$ cat src/rtl/spi_ram_master_ctrl.sv
// SPI master sequencer: expands byte RAM read/write requests into 10-bit SPI frames.
// Optional macro SPI_MASTER_ADDR_CACHE_EN skips repeated address frames.
module spi_ram_master_ctrl #(
    parameter int unsigned GAP_CYCLES     = 1,
    parameter int unsigned RD_WAIT        = 2,
    parameter int unsigned MISO_LSB_FIRST = 1
) (
    input  logic       clk,
    input  logic       rst_n,
    input  logic       req_valid,
    output logic       req_ready,
    input  logic       req_write,
    input  logic [7:0] req_addr,
    input  logic [7:0] req_wdata,
    output logic       rsp_valid,
    output logic [7:0] rsp_rdata,
    output logic       busy,
    output logic       SS_n,
    output logic       MOSI,
    input  logic       MISO
);

    if (GAP_CYCLES < 1 || GAP_CYCLES > 15) begin : g_bad_gap
        $error("GAP_CYCLES must be in 1..15");
    end
    if (RD_WAIT > 15) begin : g_bad_rd_wait
        $error("RD_WAIT must be <= 15");
    end

    localparam logic [3:0] GAP_LAST = 4'(GAP_CYCLES - 1);
    localparam logic [3:0] RD_LAST  = 4'(RD_WAIT - 1);

    typedef enum logic [2:0] {
        S_IDLE,
        S_SEL,
        S_SHIFT,
        S_GAP,
        S_RD_WAIT,
        S_RX,
        S_DONE
    } state_t;

    state_t     state, state_nx;
    logic [3:0] cnt;
    logic       second;
    logic       is_write;
    logic [7:0] addr_q;
    logic [7:0] wdata_q;
    logic [7:0] rx_sr;
    logic [7:0] rx_nx;
    logic [7:0] payload;
    logic [9:0] frame;
    logic       cache_hit;

`ifdef SPI_MASTER_ADDR_CACHE_EN
    logic [7:0] wr_c_addr, rd_c_addr;
    logic       wr_c_vld, rd_c_vld;

    always_comb begin
        cache_hit = 1'b0;
        if (req_write) cache_hit = wr_c_vld && (wr_c_addr == req_addr);
        else           cache_hit = rd_c_vld && (rd_c_addr == req_addr);
    end

    // Cache is refreshed only once an address frame has fully shifted out.
    always_ff @(posedge clk or negedge rst_n) begin
        if (!rst_n) begin
            wr_c_addr <= '0;
            rd_c_addr <= '0;
            wr_c_vld  <= 1'b0;
            rd_c_vld  <= 1'b0;
        end else if (state == S_SHIFT && cnt == 4'd9 && !second) begin
            if (is_write) begin
                wr_c_addr <= addr_q;
                wr_c_vld  <= 1'b1;
            end else begin
                rd_c_addr <= addr_q;
                rd_c_vld  <= 1'b1;
            end
        end
    end
`else
    assign cache_hit = 1'b0;
`endif

    // Frame command is {read, second-frame}; payload is addr, wdata or dummy zero.
    always_comb begin
        payload = addr_q;
        if (second) payload = is_write ? wdata_q : 8'h00;
        frame = {~is_write, second, payload};
    end

    always_comb begin
        rx_nx = {rx_sr[6:0], MISO};
        if (MISO_LSB_FIRST != 0) rx_nx = {MISO, rx_sr[7:1]};
    end

    always_comb begin
        state_nx = state;
        case (state)
            S_IDLE:    if (req_valid) state_nx = S_SEL;
            S_SEL:     state_nx = S_SHIFT;
            S_SHIFT: begin
                if (cnt == 4'd9) begin
                    if (second && !is_write) state_nx = (RD_WAIT == 0) ? S_RX : S_RD_WAIT;
                    else                     state_nx = S_GAP;
                end
            end
            S_GAP:     if (cnt == GAP_LAST) state_nx = second ? S_IDLE : S_SEL;
            S_RD_WAIT: if (cnt == RD_LAST) state_nx = S_RX;
            S_RX:      if (cnt == 4'd7) state_nx = S_DONE;
            S_DONE:    state_nx = S_GAP;
            default:   state_nx = S_IDLE;
        endcase
    end

    always_comb begin
        req_ready = (state == S_IDLE);
        busy      = (state != S_IDLE);
        SS_n      = (state == S_IDLE) || (state == S_GAP);
        MOSI      = (state == S_SHIFT) ? frame[4'd9 - cnt] : 1'b0;
        rsp_valid = (state == S_DONE);
    end

    always_ff @(posedge clk or negedge rst_n) begin
        if (!rst_n) begin
            state     <= S_IDLE;
            cnt       <= '0;
            second    <= 1'b0;
            is_write  <= 1'b0;
            addr_q    <= '0;
            wdata_q   <= '0;
            rx_sr     <= '0;
            rsp_rdata <= '0;
        end else begin
            state <= state_nx;
            cnt   <= (state_nx != state) ? 4'd0 : cnt + 4'd1;
            if (state == S_IDLE && req_valid) begin
                is_write <= req_write;
                addr_q   <= req_addr;
                wdata_q  <= req_wdata;
                second   <= cache_hit;
            end
            if (state == S_GAP && state_nx == S_SEL) second <= 1'b1;
            // rsp_rdata is loaded on the last RX edge so it is valid during DONE.
            if (state == S_RX) begin
                rx_sr <= rx_nx;
                if (cnt == 4'd7) rsp_rdata <= rx_nx;
            end
        end
    end

endmodule

$ cat config.mk
export PLATFORM = sky130hd
export DESIGN_NAME = spi_ram_master_ctrl
export DESIGN_NICKNAME = d
export VERILOG_FILES = /design/src/rtl/spi_ram_master_ctrl.sv
export SDC_FILE = /design/constraint.sdc
export NUM_CORES = 1
export LEC_CHECK = 0
export CAP_MARGIN = 20
export CORE_ASPECT_RATIO = 1.4
export CORE_MARGIN = 2
export CORE_UTILIZATION = 50
export CTS_BUF_LIST = sky130_fd_sc_hd__clkbuf_4
export DETAILED_ROUTE_END_ITERATION = 6
export PLACE_DENSITY = 0.76
export SLEW_MARGIN = 20
export SYNTH_ARGS = -nofsm -noshare
export SYNTH_HDL_FRONTEND = slang
export SYNTH_SLANG_ARGS = --single-unit
$ cat constraint.sdc
create_clock -name clk -period 3.15 [get_ports clk]
set_input_delay 0.63 -clock clk [delete_from_list [all_inputs] [get_ports clk]]
set_output_delay 0.63 -clock clk [all_outputs]
set_load 0.05 [all_outputs]
==> flow_metrics.tcl, run 1 <==
set metrics [dict create \
    drive_above_1_share 0.228 \
    synth.largest_area_cell "dfrtp_1" \
    synthAdderAreaFrac 0.0315 \
    clock_skew_ns 0.00257 \
    cts_resized 0 \
    syn_inst 159 \
    antennaDiodeCount 0 \
    cts_buffers 5 \
    post_cts.repair.setup_buffers 0 \
    power.internal_mw 1.16 \
    placed_cell_area_um2 2320 \
    final_hold_viol_count 0 \
    vias 1372 \
    relSlewSlack 0.421 \
    die_h_um 78.6 \
    grt_util_all_layers 0.181 \
    power_density_nw_per_um2 790 \
    hpwl_mm 2.63 \
    cts_buffer_depth 2 \
    seqPwrFrac 0.461 \
    fmax_ghz 0.338 \
    die-area_um2 4500 \
    yosysWarnings 0 \
    synthSimpleGateAreaFrac 0.126 \
    yosys.area.top_type_share 0.504 \
    antenna_found_initial 0 \
    syn-mean-instance-area_um2 12.5 \
    synthesis.area_um2 1990 \
    maxCapViolations 0 \
    grt_overflow_total 0 \
    htree_levels 2 \
    p_sw_mw 0.718 \
    nets 219 \
    post-route-drc-count 0 \
    dr.pass1.iters 4 \
    reg2reg_depth 3 \
    leakage_nw 1.05 \
    required_ns 2.52 \
    start_util 0.511 \
    ys.flop_type "dfrtp_1" \
    crit_arrival_ns 2.32 \
    cts_tree "yes" \
    row_count 27 \
    period_minus_slack_ns 2.95 \
    grt_max_degree 41 \
    clkTransAtPathRegs_ns 0.11 \
    fp.dieW_um 57.3 \
    port_buffers 33 \
    finalInstanceArea_um2 2370 \
    status "finished clean" \
    worst_ir_drop_vdd_mv 0.666 \
    synth_nets 185 \
    min_path_type "input pin to asynchronous set/reset pin" \
    fillCellCount 319 \
    clkSinkCount 40 \
    ys_seq_area_frac 0.504 \
    switching_share 0.383 \
    period_share 0.938 \
    worstMarginPinSlew_ns 0.868 \
    cp_max_fo 14 \
    grt_pass1_wl_mm 6.39 \
    startpoint_type "flip-flop" \
    synth_edf_count 0 \
    worst-setup-path-type "flip-flop to primary output" \
    syn_to_final_growth_pct 19.4 \
    final_max_slew_viol_count 0 \
    setup-violations-final 0 \
    final_util 0.611 \
    grt_pass1_vias 1475 \
    async_reset_ff_frac 1.00 \
    synth_mux_area_frac 0.220 \
    ys_ff_latch 40 \
    synth_top_family_by_area "multiplexers" \
    coreArea_um2 3880 \
    gp_congestion 0.843 \
    finalPower_mw 1.87 \
    drtIter0Drc 19 \
    antenna_left 0 \
    avgRoutedWirePerCell_um 15.3 \
    clock_latency_ns 0.34 \
    comb_power_share 0.408 \
    vias_per_cell 5.81 \
    setup_tns_ns 0 \
    cts.root.buffer_cell "clkbuf_4" \
    synth_compound_area_frac 0.0674 \
    cts_hold_buffers 0 \
    grt_setup_unrepaired "no" \
    synth-xor-area-share 0.0132 \
    wl_mm 3.60 \
    synth_area_leaders "dfrtp_1, mux2_2, mux2_1, ha_1, nor4_1" \
    p_clk_frac 0.131 \
    ios 34 \
    end_kind "primary output" \
    timing.hold.ws_ns 0.388 \
    ys_types 42 \
]
-- per-layer routing --
metal | GRT usage | share of wire
met5 | 0 | 0
met4 | 0.0721 | 0.019
met3 | 0.0395 | 0.040
met2 | 0.309 | 0.52
met1 | 0.218 | 0.42
-- power by group through the flow --
stage	sequential (mW)	combinational, mW	clock [mW]
after floorplan	0.771	0.685	0
after global placement	0.863	0.745	0
after detailed placement	0.875	0.768	0
after CTS	0.864	0.772	0.261
after global routing	0.893	0.846	0.280
final	0.864	0.765	0.246
-- metrics by stage --
step	setup WS (ns)	std cells
after floorplan	0.725	159
after detailed placement	0.574	229
after CTS	0.176	236
final	0.196	236
after global placement	0.595	229
after global routing	0.0664	236
-- cells in the mapped netlist (2+ instances only) --
cell type / number
a21oi_1: 3
a31oi_1: 2
buf_2: 3
buf_6: 2
dfrtp_1: 40
ha_1: 5
inv_1: 7
mux2_1: 10
mux2_2: 26
nand2_1: 7
nand2b_1: 3
nand3b_1: 3
nor2_1: 5
nor3_1: 5
nor3b_1: 2
nor4_1: 5
o21ai_0: 4
or3_1: 2
xor2_1: 2
-- cells in the final DEF (no fill, tap or decap), drive strengths merged, types with 4 or more instances in the layout --
cell type      Yosys  final
nor2               6      6
nor4               5      5
nand2              7      7
clkbuf             0      6
inv                7      7
ha                 5      5
nor3               5      5
clkdlybuf4s50      0     31
mux2              36     36
o21ai              4      4
dfrtp             40     40
-- flip-flops by register name, indices dropped and copies added (netlist names) --
register,flops
addr_q,8
rx_sr,7
rsp_rdata,8
cnt,4
is_write,1
wdata_q,8
state,3
second,1
-- kinds of logic (layout without fill, tap and decap cells) --
family                   count (synthesis)  after routing
flip-flops                              40             40
AND/OR/NAND/NOR                         40             40
multiplexers                            38             38
AO/OA/AOI/OAI                           19             19
buffers and inverters                   14             48
adder cells (fa/ha/maj)                  5              5
XOR/XNOR                                 3              3
-- path summary, 6_finish.rpt --
path | slack (ns) | to | startpoint
setup / recovery | 0.20 | MOSI | second$_DFFE_PN0P_
hold / removal | 0.39 | state[0]$_DFF_PN0_ | rst_n
setup reg to reg | 1.22 | rsp_rdata[1]$_DFFE_PN0P_ | state[0]$_DFF_PN0_
hold reg to reg | 0.49 | addr_q[5]$_DFFE_PN0P_ | addr_q[5]$_DFFE_PN0P_
max in group asynchronous | 2.21 | rsp_rdata[2]$_DFFE_PN0P_ | rst_n
min in group clk | 0.49 | addr_q[5]$_DFFE_PN0P_ | addr_q[5]$_DFFE_PN0P_
-- layout make-up --
cell class | instances | area, um2 | area share
Tap cell | 43 | 53.8 | 0.0227
Sequential cell | 40 | 1000 | 0.422
Clock inverter | 1 | 5.00 | 0.00211
Timing Repair Buffer | 34 | 330 | 0.139
Clock buffer | 6 | 45.0 | 0.0190
Multi-Input combinational cell | 105 | 911 | 0.384
Inverter | 7 | 26.3 | 0.0111
-- critical path: stages, from the launching register on --
cell       delay (ns)
dfrtp_1          0.66
mux4_2           0.56
o2bb2ai_1        0.15
nor4_1           0.05
or3_1            0.37
buf_4            0.20
No activity file was read; power rests on OpenSTA's default activity.
==> run 2, diff against run 1 <==
--- a/config.mk
+++ b/config.mk
@@ -8,10 +8,9 @@
 export CAP_MARGIN = 20
 export CORE_ASPECT_RATIO = 1.4
 export CORE_MARGIN = 2
-export CORE_UTILIZATION = 50
+export CORE_UTILIZATION = 36
 export CTS_BUF_LIST = sky130_fd_sc_hd__clkbuf_4
 export DETAILED_ROUTE_END_ITERATION = 6
-export PLACE_DENSITY = 0.76
 export SLEW_MARGIN = 20
 export SYNTH_ARGS = -nofsm -noshare
 export SYNTH_HDL_FRONTEND = slang
==> flow_metrics.tcl, run 2 (synthesis gave the netlist of run 1 again) <==
set metrics [dict create \
    status "finished clean" \
    power_density_nw_per_um2 787 \
    setup_tns_ns 0 \
    dr.pass1.iters 4 \
    rrSetupSlack_ns 1.12 \
    clkSinkCount 40 \
    avgRoutedWirePerCell_um 14.4 \
    antenna_left 0 \
    path_cells "inv_1 > ha_1 > xor2_1 > nand3b_1 > nor4_1 > or3_1 > buf_4" \
    slowest_delay_ns 0.50 \
    relSlewSlack 0.430 \
    grt_pass1_wl_mm 6.29 \
    antennaDiodeCount 0 \
    end_kind "primary output" \
    wl_mm 3.80 \
    port_buffers 33 \
    post-route-drc-count 0 \
    setup_ws_ns 0.261 \
    leakage_nw 1.05 \
    drive_above_1_share 0.236 \
    critPathSlowestCell "dfrtp_1" \
    final_max_slew_viol_count 0 \
    htree_levels 2 \
    reg_top3 "addr_q x8, rsp_rdata x8, wdata_q x8" \
    timing.rr.start "state[0]$_DFF_PN0_" \
    reg2reg_depth 3 \
    grt_max_degree 41 \
    grt_setup_unrepaired "no" \
    period_minus_slack_ns 2.89 \
    cts_tree "yes" \
    mostFrequentLayoutCell "dfrtp_1" \
    fmax_ghz 0.346 \
    period_share 0.917 \
    cts_buffers 5 \
    vias 1336 \
    setup-violations-final 0 \
    start_util 0.368 \
    worst_r2r_endpoint "rsp_rdata[5]$_DFFE_PN0P_" \
    post_cts.repair.setup_buffers 0 \
    startpoint "cnt[1]$_DFF_PN0_" \
    hpwl_mm 2.83 \
    syn_to_final_growth_pct 21.9 \
    fp.dieW_um 66.8 \
    grt_overflow_total 0 \
    maxCapViolations 0 \
    coreArea_um2 5410 \
    clkTransAtPathRegs_ns 0.13 \
    die-area_um2 6140 \
    cp_max_fo 9 \
    grt_pass1_vias 1368 \
    mostFrequentLayoutCells "dfrtp_1, clkdlybuf4s50_1, mux2_2" \
    cts_hold_buffers 0 \
    worstMarginPinSlew_ns 0.855 \
    pre_cts_slack_ns 0.651 \
    clock_skew_ns 0.0145 \
    worst_ir_drop_vdd_mv 0.323 \
    die_h_um 91.9 \
    clock_latency_ns 0.35 \
    grt_util_all_layers 0.134 \
    cts_resized 0 \
    nets 220 \
    required_ns 2.52 \
    vias_per_cell 5.08 \
    ios 34 \
    final_hold_viol_count 0 \
    gp_congestion 0.862 \
    cts.root.buffer_cell "clkbuf_4" \
    min_path_type "input pin to asynchronous set/reset pin" \
    row_count 32 \
    drtIter0Drc 108 \
    antenna_found_initial 0 \
    worst-setup-path-type "flip-flop to primary output" \
    cts_buffer_depth 2 \
    crit_arrival_ns 2.26 \
    startpoint_type "flip-flop" \
]
[run 2: changes by cell type in the layout (fill, tap and decap cells not counted), sizes merged]
cell,previous run,this run
clkinvlp,0,2
buf,3,4
clkbuf,6,5
[run 2: how the worst max path moves through the flow]
stage	to	slack (ns)	depth (start not counted)
3_5_place_dp	MOSI	0.65	7
4_1_cts	MOSI	0.24	5
3_3_place_gp	MOSI	0.70	6
6_report	MOSI	0.26	7
5_1_grt	MOSI	0.06	7
2_1_floorplan	rsp_valid	0.73	3
[run 2: where the power goes]
group	internal, mW	switching, mW	total (mW)
clock network	0.0879	0.174	0.262
logic	0.402	0.393	0.794
registers	0.672	0.178	0.850
total	1.16	0.745	1.91
[run 2: cell type report]
type / count / area (um2)
clock buffers: 5 / 37.5
clock inverters: 3 / 23.8
fillers: 521 / 2980
inverters: 7 / 26.3
multi-input cells: 105 / 911
flip-flops and latches: 40 / 1000
well taps: 68 / 85.1
repair buffers: 35 / 338
[run 2: critical path: cells and delay by family (launching register included)]
family | cells | cell delay, ns
buf+inv | 2 | 0.33
fa+ha+maj | 1 | 0.26
simple gates | 3 | 0.67
xor+xnor | 1 | 0.16
flops | 1 | 0.50
[run 2: metrics by stage]
step / utilization / hold slack, ns / total power [mW] / cells / instance area [um2]
2_1_floorplan: - / 0.334 / 1.46 / 159 / 1990
3_3_place_gp: 0.437 / 0.463 / 1.64 / 255 / 2360
5_1_grt: 0.448 / 0.430 / 2.06 / 263 / 2420
3_5_place_dp: 0.437 / 0.472 / 1.67 / 255 / 2360
4_1_cts: 0.448 / 0.407 / 1.94 / 263 / 2420
6_report: 0.448 / 0.371 / 1.91 / 263 / 2420
[run 2: per-layer routing]
layer / vias up / track usage / part of all wire
met5: - / 0 / 0
met4: 0 / 0.0408 / 0.011
met3: 5 / 0.0466 / 0.055
met2: 32 / 0.226 / 0.52
met1: 655 / 0.159 / 0.41
li1: 644 / - / -
==> run 3, diff against run 2 <==
--- a/config.mk
+++ b/config.mk
@@ -15,3 +15,4 @@
 export SYNTH_ARGS = -nofsm -noshare
 export SYNTH_HDL_FRONTEND = slang
 export SYNTH_SLANG_ARGS = --single-unit
+export TNS_END_PERCENT = 50
==> constraint.sdc (replaced) <==
create_clock -name clk -period 2.64 [get_ports clk]
set_input_delay 0.528 -clock clk [delete_from_list [all_inputs] [get_ports clk]]
set_output_delay 0.528 -clock clk [all_outputs]
set_load 0.05 [all_outputs]
==> flow_metrics.tcl, run 3 (synthesis gave the netlist of run 1 again) <==
set metrics [dict create \
    clkTransAtPathRegs_ns 0.13 \
    gp_congestion 0.839 \
    row_count 32 \
    cts_buffers 5 \
    cts_hold_buffers 0 \
    fillCellCount 504 \
    ios 34 \
    htree_levels 2 \
    path_cells "inv_1 > ha_1 > xor2_1 > nand3b_1 > nor4_1 > or3_1 > buf_6" \
    crit_arrival_ns 2.07 \
    critical_path.top_delay_family "simple AND/OR/NAND/NOR gates" \
    end_kind "primary output" \
    critPathSlowestCell "dfrtp_2" \
    final_hold_viol_count 0 \
    worstMarginPinSlew_ns 0.887 \
    vias 1395 \
    maxCapViolations 0 \
    antenna_found_initial 0 \
    setup-violations-final 0 \
    clock_skew_ns 0.0157 \
    leakage_nw 1.09 \
    setup_ws_ns 0.0456 \
    drive_above_1_share 0.312 \
    path_buf_inv 2 \
    port_buffers 33 \
    vias_per_cell 5.17 \
    required_ns 2.11 \
    cp_max_fo 6 \
    coreArea_um2 5410 \
    seq_area_um2 1000 \
    drtIter0Drc 73 \
    setup_tns_ns 0 \
    antennaDiodeCount 0 \
    antenna_left 0 \
    pre_cts_slack_ns 0.251 \
    clkSinkCount 40 \
    worst-setup-path-type "flip-flop to primary output" \
    timing.hold.ws_ns 0.285 \
    die_h_um 91.9 \
    grt_util_all_layers 0.143 \
    fmax_ghz 0.385 \
    fp.dieW_um 66.8 \
    cts_buffer_depth 2 \
    grt_overflow_total 0 \
    post-route-drc-count 0 \
    syn_to_final_growth_pct 25.5 \
    clock_latency_ns 0.35 \
    power_density_nw_per_um2 975 \
    avgRoutedWirePerCell_um 15.1 \
    die-area_um2 6140 \
    cts.root.buffer_cell "clkbuf_4" \
    wl_mm 4.07 \
    cts_tree "yes" \
    multiInputGateArea_um2 933 \
    grt_setup_unrepaired "yes" \
    worst_ir_drop_vdd_mv 0.286 \
    grt_pass1_vias 1426 \
    mostFrequentLayoutCells "dfrtp_1, clkdlybuf4s50_1, mux2_2" \
    mostFrequentLayoutCell "dfrtp_1" \
    start_util 0.368 \
    period_share 0.983 \
    grt_max_degree 41 \
    period_minus_slack_ns 2.59 \
    startpoint_type "flip-flop" \
    slowest_delay_ns 0.45 \
    nets 227 \
    dr.pass1.iters 4 \
    grt_pass1_wl_mm 6.69 \
    min_path_type "input pin to asynchronous set/reset pin" \
    hpwl_mm 2.94 \
    reg_top3 "addr_q x8, rsp_rdata x8, wdata_q x8" \
    relSlewSlack 0.409 \
    final_max_slew_viol_count 0 \
    status "finished clean" \
]
-- run 3: cell types whose count changed in the layout (fill, tap and decap cells not counted), moves of 2 or more --
| cell | delta |
|---|---|
| buf_4 | +7 |
| clkdlybuf4s50_1 | -3 |
| dfrtp_1 | -3 |
| dfrtp_2 | +3 |
| buf_6 | +2 |
-- run 3: report_power, final --
part	internal (mW)	switching, mW	leakage (nW)	total (mW)
combinational	0.568	0.586	0.565	1.15
clock	0.100	0.200	0.0249	0.301
sequential	0.808	0.168	0.502	0.976
-- run 3: path summary, 6_finish.rpt --
path,from,slack [ns],endpoint,depth (start not counted)
worst max-delay path,cnt[2]$_DFF_PN0_,0.05,MOSI,7
worst min-delay path,rst_n,0.29,addr_q[2]$_DFFE_PN0P_,1
worst max register to register,cnt[0]$_DFF_PN0_,0.69,state[0]$_DFF_PN0_,6
worst min register to register,addr_q[7]$_DFFE_PN0P_,0.49,addr_q[7]$_DFFE_PN0P_,1
max in group asynchronous,rst_n,1.72,cnt[1]$_DFF_PN0_,1
min in group clk,addr_q[7]$_DFFE_PN0P_,0.49,addr_q[7]$_DFFE_PN0P_,1
-- run 3: repair_timing --
action,4_1_cts,5_1_grt
setup buffers,2,2
gates cloned,0,1
endpoints found under the setup margin,1,1
pin swaps,0,1
gates resized for setup,7,4
-- run 3: layout make-up --
cell class | count | area share
clock inverter | 3 | 0.00753
inverter | 7 | 0.0105
sequential | 40 | 0.403
clock buffer | 5 | 0.0151
tap | 68 | 0.0341
multi-input combinational | 105 | 0.374
timing repair buffer | 42 | 0.156
-- run 3: metal layers --
layer | vias to the layer above | wire length [um] | global-route usage
li1 | 658 | - | -
met1 | 685 | 1670 | 0.178
met2 | 42 | 2090 | 0.233
met3 | 10 | 211 | 0.0380
met4 | 0 | 102 | 0.0527
met5 | - | 0 | 0
-- run 3: metrics by stage --
step,instance area [um2],util,power (mW),std cells
2_1_floorplan,1990,-,1.74,159
3_3_place_gp,2370,0.438,1.97,257
3_5_place_dp,2370,0.438,2.02,257
4_1_cts,2460,0.455,2.39,267
5_1_grt,2490,0.461,2.61,270
6_report,2490,0.461,2.43,270
